[config.mk]
export PLATFORM = sky130hd
export DESIGN_NAME = cic_decimator
export DESIGN_NICKNAME = d
export VERILOG_FILES = /design/src/rtl/cic_decimator.sv
export SDC_FILE = /design/constraint.sdc
export NUM_CORES = 1
export LEC_CHECK = 0
export CAP_MARGIN = 40
export CORE_MARGIN = 2
export CORE_UTILIZATION = 50
export CTS_CLUSTER_DIAMETER = 100
export DETAILED_ROUTE_END_ITERATION = 10
export GPL_TIMING_DRIVEN = 0
export PLACE_DENSITY = 0.77
export REMOVE_ABC_BUFFERS = 1
export SLEW_MARGIN = 10
export SYNTH_ARGS = -nofsm -noshare
export SYNTH_HDL_FRONTEND = slang
export SYNTH_SLANG_ARGS = --single-unit
[constraint.sdc]
create_clock -name clk -period 3.2 [get_ports clk]
set_input_delay 0.64 -clock clk [delete_from_list [all_inputs] [get_ports clk]]
set_output_delay 0.64 -clock clk [all_outputs]
set_load 0.1 [all_outputs]
[src/rtl/cic_decimator.sv]
// cic_decimator: N-stage CIC decimator (integrators at input rate, decimate by R, combs at output rate)
//   clk     in   rising-edge clock
//   rst     in   asynchronous active-low reset
//   i_data  in   WIN-bit signed sample, taken when val_in=1
//   val_in  in   input strobe
//   o_data  out  WOUT-bit signed output, top bits of the last comb, held between strobes
//   val_out out  one-cycle strobe marking a new o_data
module cic_decimator #(
  parameter int WIN  = 16,
  parameter int N    = 3,
  parameter int R    = 8,
  parameter int WG   = 9,
  parameter int WOUT = 16
) (
  input  logic            clk,
  input  logic            rst,
  input  logic [WIN-1:0]  i_data,
  input  logic            val_in,
  output logic [WOUT-1:0] o_data,
  output logic            val_out
);
  localparam int W  = WIN + WG;
  localparam int CW = $clog2(R);
  logic [W-1:0]  integ_q [N];
  logic [W-1:0]  integ_d [N];
  logic [W-1:0]  comb_q  [N];
  logic [W-1:0]  comb_d  [N];
  logic [W-1:0]  dly_q   [N];
  logic [W-1:0]  dly_d   [N];
  logic [W-1:0]  x       [N];
  logic [N-1:0]  xv;
  logic [N-1:0]  vld_q, vld_d;
  logic [CW-1:0] cnt_q, cnt_d;
  logic          dec_v_q, dec_v_d;
  always_comb begin
    integ_d = integ_q;
    if (val_in) begin
      integ_d[0] = integ_q[0] + {{WG{i_data[WIN-1]}}, i_data};
      for (int k = 1; k < N; k++) integ_d[k] = integ_q[k] + integ_q[k-1];
    end
    // R is a power of two, so the counter wraps from R-1 to 0 on its own
    cnt_d   = val_in ? cnt_q + CW'(1) : cnt_q;
    dec_v_d = val_in && (cnt_q == CW'(R - 1));
    x[0]  = integ_q[N-1];
    xv[0] = dec_v_q;
    for (int k = 1; k < N; k++) begin
      x[k]  = comb_q[k-1];
      xv[k] = vld_q[k-1];
    end
    for (int k = 0; k < N; k++) begin
      comb_d[k] = xv[k] ? x[k] - dly_q[k] : comb_q[k];
      dly_d[k]  = xv[k] ? x[k] : dly_q[k];
    end
    vld_d = xv;
  end
  always_ff @(posedge clk or negedge rst) begin
    if (!rst) begin
      integ_q <= '{default: '0};
      comb_q  <= '{default: '0};
      dly_q   <= '{default: '0};
      vld_q   <= '0;
      cnt_q   <= '0;
      dec_v_q <= 1'b0;
    end else begin
      integ_q <= integ_d;
      comb_q  <= comb_d;
      dly_q   <= dly_d;
      vld_q   <= vld_d;
      cnt_q   <= cnt_d;
      dec_v_q <= dec_v_d;
    end
  end
  assign o_data  = comb_q[N-1][W-1 -: WOUT];
  assign val_out = vld_q[N-1];
endmodule

After elaboration in Yosys (flattened, before gate mapping):

Cells that the tools add are included.

* add/subtract/negate cells: 7
* equal/unequal tests: 1
* reductions and logical operators: 1

Operators with widths (number)
* $add 25x25->25: 3
* $sub 25x25->25: 3
* $add 3x1->3 const B: 1
* $eq 3x3->1 const B: 1
* $logic_and 1x1->1: 1

* register bits: 232
* bits of input ports: 19
* output and inout bits: 17
* logic and storage cells: 21

Longest topological paths before layout:

* depth after elaboration: 2
* gate-level depth with buffers: 12
* gate-level depth less buffers: 12

Worst setup path after synthesis:

Ideal clock, no wire load.

* path kind: in2reg
* start: input port i_data[0]
* end: register integ_q[74] (netlist name)
* setup time: 123 ps
* arrival time: 2995 ps
* data required time: 3077 ps
* path slack: 83 ps
* cell stages on the path: 11
* cell sequence: ha_1 > fa_1 > a211oi_1 > nor3_1 > o31a_1 > a211oi_2 > o21ai_1 > a221oi_1 > xnor2_1 > nand2_1 > xnor2_1

* word-level cells in the longest chain between the ends: 1

Ends and longest elaborated chain
* start: declaration: RTL line 17 `input logic [WIN-1:0] i_data,`
* $add 25x25->25: RTL line 38 `integ_d[0] = integ_q[0] + {{WG{i_data[WIN-1]}}, i_data};`
* end signal: assignment: RTL line 65 `integ_q <= integ_d;`
* end: declaration: RTL line 24 `logic [W-1:0] integ_q [N];`

Every way passes these cells.
A chain may end at the register's enable or synchronous reset.

Worst setup path after layout:

* start: register integ_q[25] (netlist name)
* end: register integ_q[20] (netlist name)

* word-level cells in the longest chain between the ends: 1

Ends and longest elaborated chain
* $add 25x25->25: RTL line 39 `for (int k = 1; k < N; k++) integ_d[k] = integ_q[k] + integ_q[k-1];`

Every way passes these cells.

==> impl_metrics.ini <==
[timing]
worst_slew_pin_slew_ns = 0.746
fin_worst_skew_ns = 0.0179
rsz0062_at_grt = yes
relSlewSlack_pct = 49.0
tns_ns = -0.0349
fin_crit_sh_pct = 101
fmax_mhz = 310
hold_violations = 0
final-setup-viol-count = 2
layout_setup_ws_ns = -0.0214
post-route-min-period_ns = 3.22
drv_slew = 0

[critical_path]
r2r-end = integ_q[20]
reg2reg_from = integ_q[25]
worstRegToRegCells = 11
reg2reg_slack_ns = -0.02
required_ns = 3.60
path_class = flop to flop
cp.buffers_inverters = 0
critPathArrivalTime_ns = 3.62
critPathSlowestCell = a2111oi_4
max_stage_delay_ns = 0.47
end_kind = flop
critPathTopFamily = compound AO/OA/AOI/OAI gates
crit_chain = ha_4 -> fa_2 -> a211oi_2 -> o21bai_2 -> a2111oi_4 -> o211ai_1 -> a31oi_2 -> o21ai_2 -> a21boi_2 -> xnor2_1 -> mux2_4
startpoint_type = flop
cp_max_fo = 4

[grt]
antenna_found_initial = 0
grt_util_met3_pct = 1.85
top_usage_layer = met2
grt_max_degree = 101
met2_usage_pct = 31.0
grt_pass1_wl_mm = 47.3
gr-usage-met1_pct = 22.2
overflow = 0
gr-usage-all-layers_pct = 17.3
grt_pass1_vias = 10700

[synthesis]
synth_cells = 1565
synth.area.top_cells = dfrtp_1 (37%), ha_1 (12%), mux2_2 (8.1%)
syn_area_mm2 = 0.0150
async_reset_ff_share_pct = 100
avgSynthCellArea_um2 = 9.57
synth_top_cell_area_share_pct = 37.3
yosysWarnings = 0
ys.flop_type = dfrtp_1
ys_seq_area_share_pct = 37.3
ys_types = 77
synth_top_area_cell = dfrtp_1
synth_seq_cells = 223
synth_edf_count = 0

[cells_and_area]
synthToLayoutAreaGrowth_pct = 13.0
drive_above_1_share_pct = 14.5
diodes = 0
final_nets = 1764

[drt]
drt-initial-drc-count = 400
drtPass1Iterations = 7
viasPerCell = 5.48
finalWirelength_mm = 26.9
vias = 11000
wl_per_cell_um = 13.4
drcViolationCount = 0
antenna_left = 0

[floorplan]
die_y_um = 177
row_count = 63
dieArea_mm2 = 0.0314
die_w_um = 177
ios = 36
initial_core_util_pct = 50.7
core_mm2 = 0.0296

[run_status]
status = finished with violations
violations = negative setup slack

[cts]
cts-root-buf = clkbuf_16
cts_buffers = 25
clock_path_buffers = 3
worstSkewPairLatency_ns = 0.53
clk_pin_slew_ns = 0.06
htreeDepth = 1
tritoncts = done
cts.sinks = 223

[placed_design]
io_buffer_count = 35
place.gp.congestion = 0.903
dp_hpwl_mm = 19.2

[job]
maxCapViolCount = 0

[worst_hold_path]
hold_class = primary input to asynchronous set/reset pin
==> cell usage after synthesis (5+ instances only) <==
master,count
nand2_1,142
o21a_1,21
o21bai_1,17
a31o_2,7
a31oi_1,12
fa_1,5
inv_1,100
nand2b_1,14
nand3_1,29
dfrtp_1,223
xnor2_1,83
nor3_1,18
or3_1,5
a21oi_1,111
a211oi_1,15
nor2_1,72
buf_1,10
o211ai_1,15
ha_1,145
a21o_1,55
clkbuf_1,34
and3_1,10
nor2b_1,15
or2_2,5
a211o_1,6
o31ai_1,6
nand4_1,11
buf_4,16
xor2_1,31
and2_1,8
o21ai_0,132
mux2_2,108
==> cell usage in the layout (no fill, tap or decap), types with 4 or more instances in the layout <==
cell type,netlist,routed
buf_8,0,18
a21oi_1,111,110
o31ai_1,6,4
o21bai_1,17,16
and2_1,8,8
ha_1,145,144
clkbuf_16,0,25
inv_1,100,100
clkdlybuf4s50_1,0,33
or3_1,5,5
nor2_1,72,72
clkinv_2,0,5
mux2i_1,4,4
a211oi_1,15,11
nor3_1,18,18
o211ai_1,15,15
buf_4,16,9
xnor2_1,83,83
nand2b_1,14,14
o31ai_2,2,4
dfrtp_1,223,220
nor2b_1,15,15
clkbuf_1,34,6
xor2_1,31,31
or2_2,5,5
nand3_1,29,29
o21ai_1,3,4
clkbuf_8,2,4
a211oi_2,2,6
nand2_1,142,142
a31o_2,7,7
nand4_1,11,11
a31oi_1,12,10
o21a_1,21,21
mux2_2,108,106
and3_1,10,10
a21o_1,55,55
o21ai_0,132,130
a211o_1,6,6
==> layer usage <==
metal	wire, um	vias up
met5	0	-
met4	598	0
met3	644	52
met2	12900	144
met1	12700	5129
li1	-	5653
==> flip-flops by register name, summed over array words and instances, names as in the netlist <==
name,cells
integ_q,75
dec_v_q,1
vld_q,3
comb_q,50
dly_q,75
o_data,16
cnt_q,3
==> how the worst max path moves through the flow <==
stage	from	cells past startpoint	slack, ns	to
floorplan	i_data[0]	11	0.10	integ_q[74]
global placement	rst	1	-7.53	dly_q[22]
detailed placement	i_data[0]	12	-0.71	integ_q[74]
CTS	integ_q[25]	11	0.004	integ_q[49]
global route	integ_q[25]	11	-0.11	integ_q[20]
finish	integ_q[25]	11	-0.02	integ_q[20]
==> metrics by stage <==
step	instances	utilization (%)	hold slack [ns]	worst slack [ns]	cell area [um^2]
CTS	1998	56.8	0.0375	0.00427	16800
global route	2004	57.3	0.0578	-0.108	16900
finish	2004	57.3	0.0342	-0.0214	16900
floorplan	1502	-	0.344	0.100	14700
detailed placement	1950	53.8	0.469	-0.707	15900
global placement	1927	52.4	0.461	-7.53	15500
==> worst reg2reg max path: cells and delay by family, from the launching register on <==
family	cells	cell delay (ns)
compound gates	7	1.70
mux	1	0.26
xor+xnor	1	0.09
fa+ha+maj	2	0.61
flops	1	0.44
==> kinds of logic (layout without fill, tap and decap cells) <==
kind of cell | Yosys count | after routing | synth area share (%)
AOI/OAI and AO/OA | 450 | 450 | 19.3
adders and majority gates | 150 | 150 | 12.8
xor gates and xnor gates | 114 | 114 | 6.67
buffers and inverters | 164 | 213 | 4.65
DFF | 223 | 223 | 37.3
and+or+nand+nor | 352 | 352 | 11.0
muxes | 112 | 112 | 8.39
==> cell type report <==
| class | instances | area [um^2] |
|---|---|---|
| Fill cell | 2459 | 12600 |
| Sequential cell | 223 | 5580 |
| Tap cell | 390 | 488 |
| Clock inverter | 11 | 118 |
| Inverter | 101 | 379 |
| Timing Repair Buffer | 66 | 811 |
| Clock buffer | 35 | 703 |
| Multi-Input combinational cell | 1178 | 8840 |
==> repair_timing <==
| item | 4_1_cts | 5_1_grt |
|---|---|---|
| buffers inserted | 2 | 6 |
| gates resized for setup | 8 | 21 |
| setup endpoints to repair | 12 | 24 |
| pin swaps | 6 | 14 |
| hold buffers | 0 | 0 |
Power is left out: the tool's default activity adds up to more than one toggle a clock period on the data nets, which glitch-free logic cannot reach.
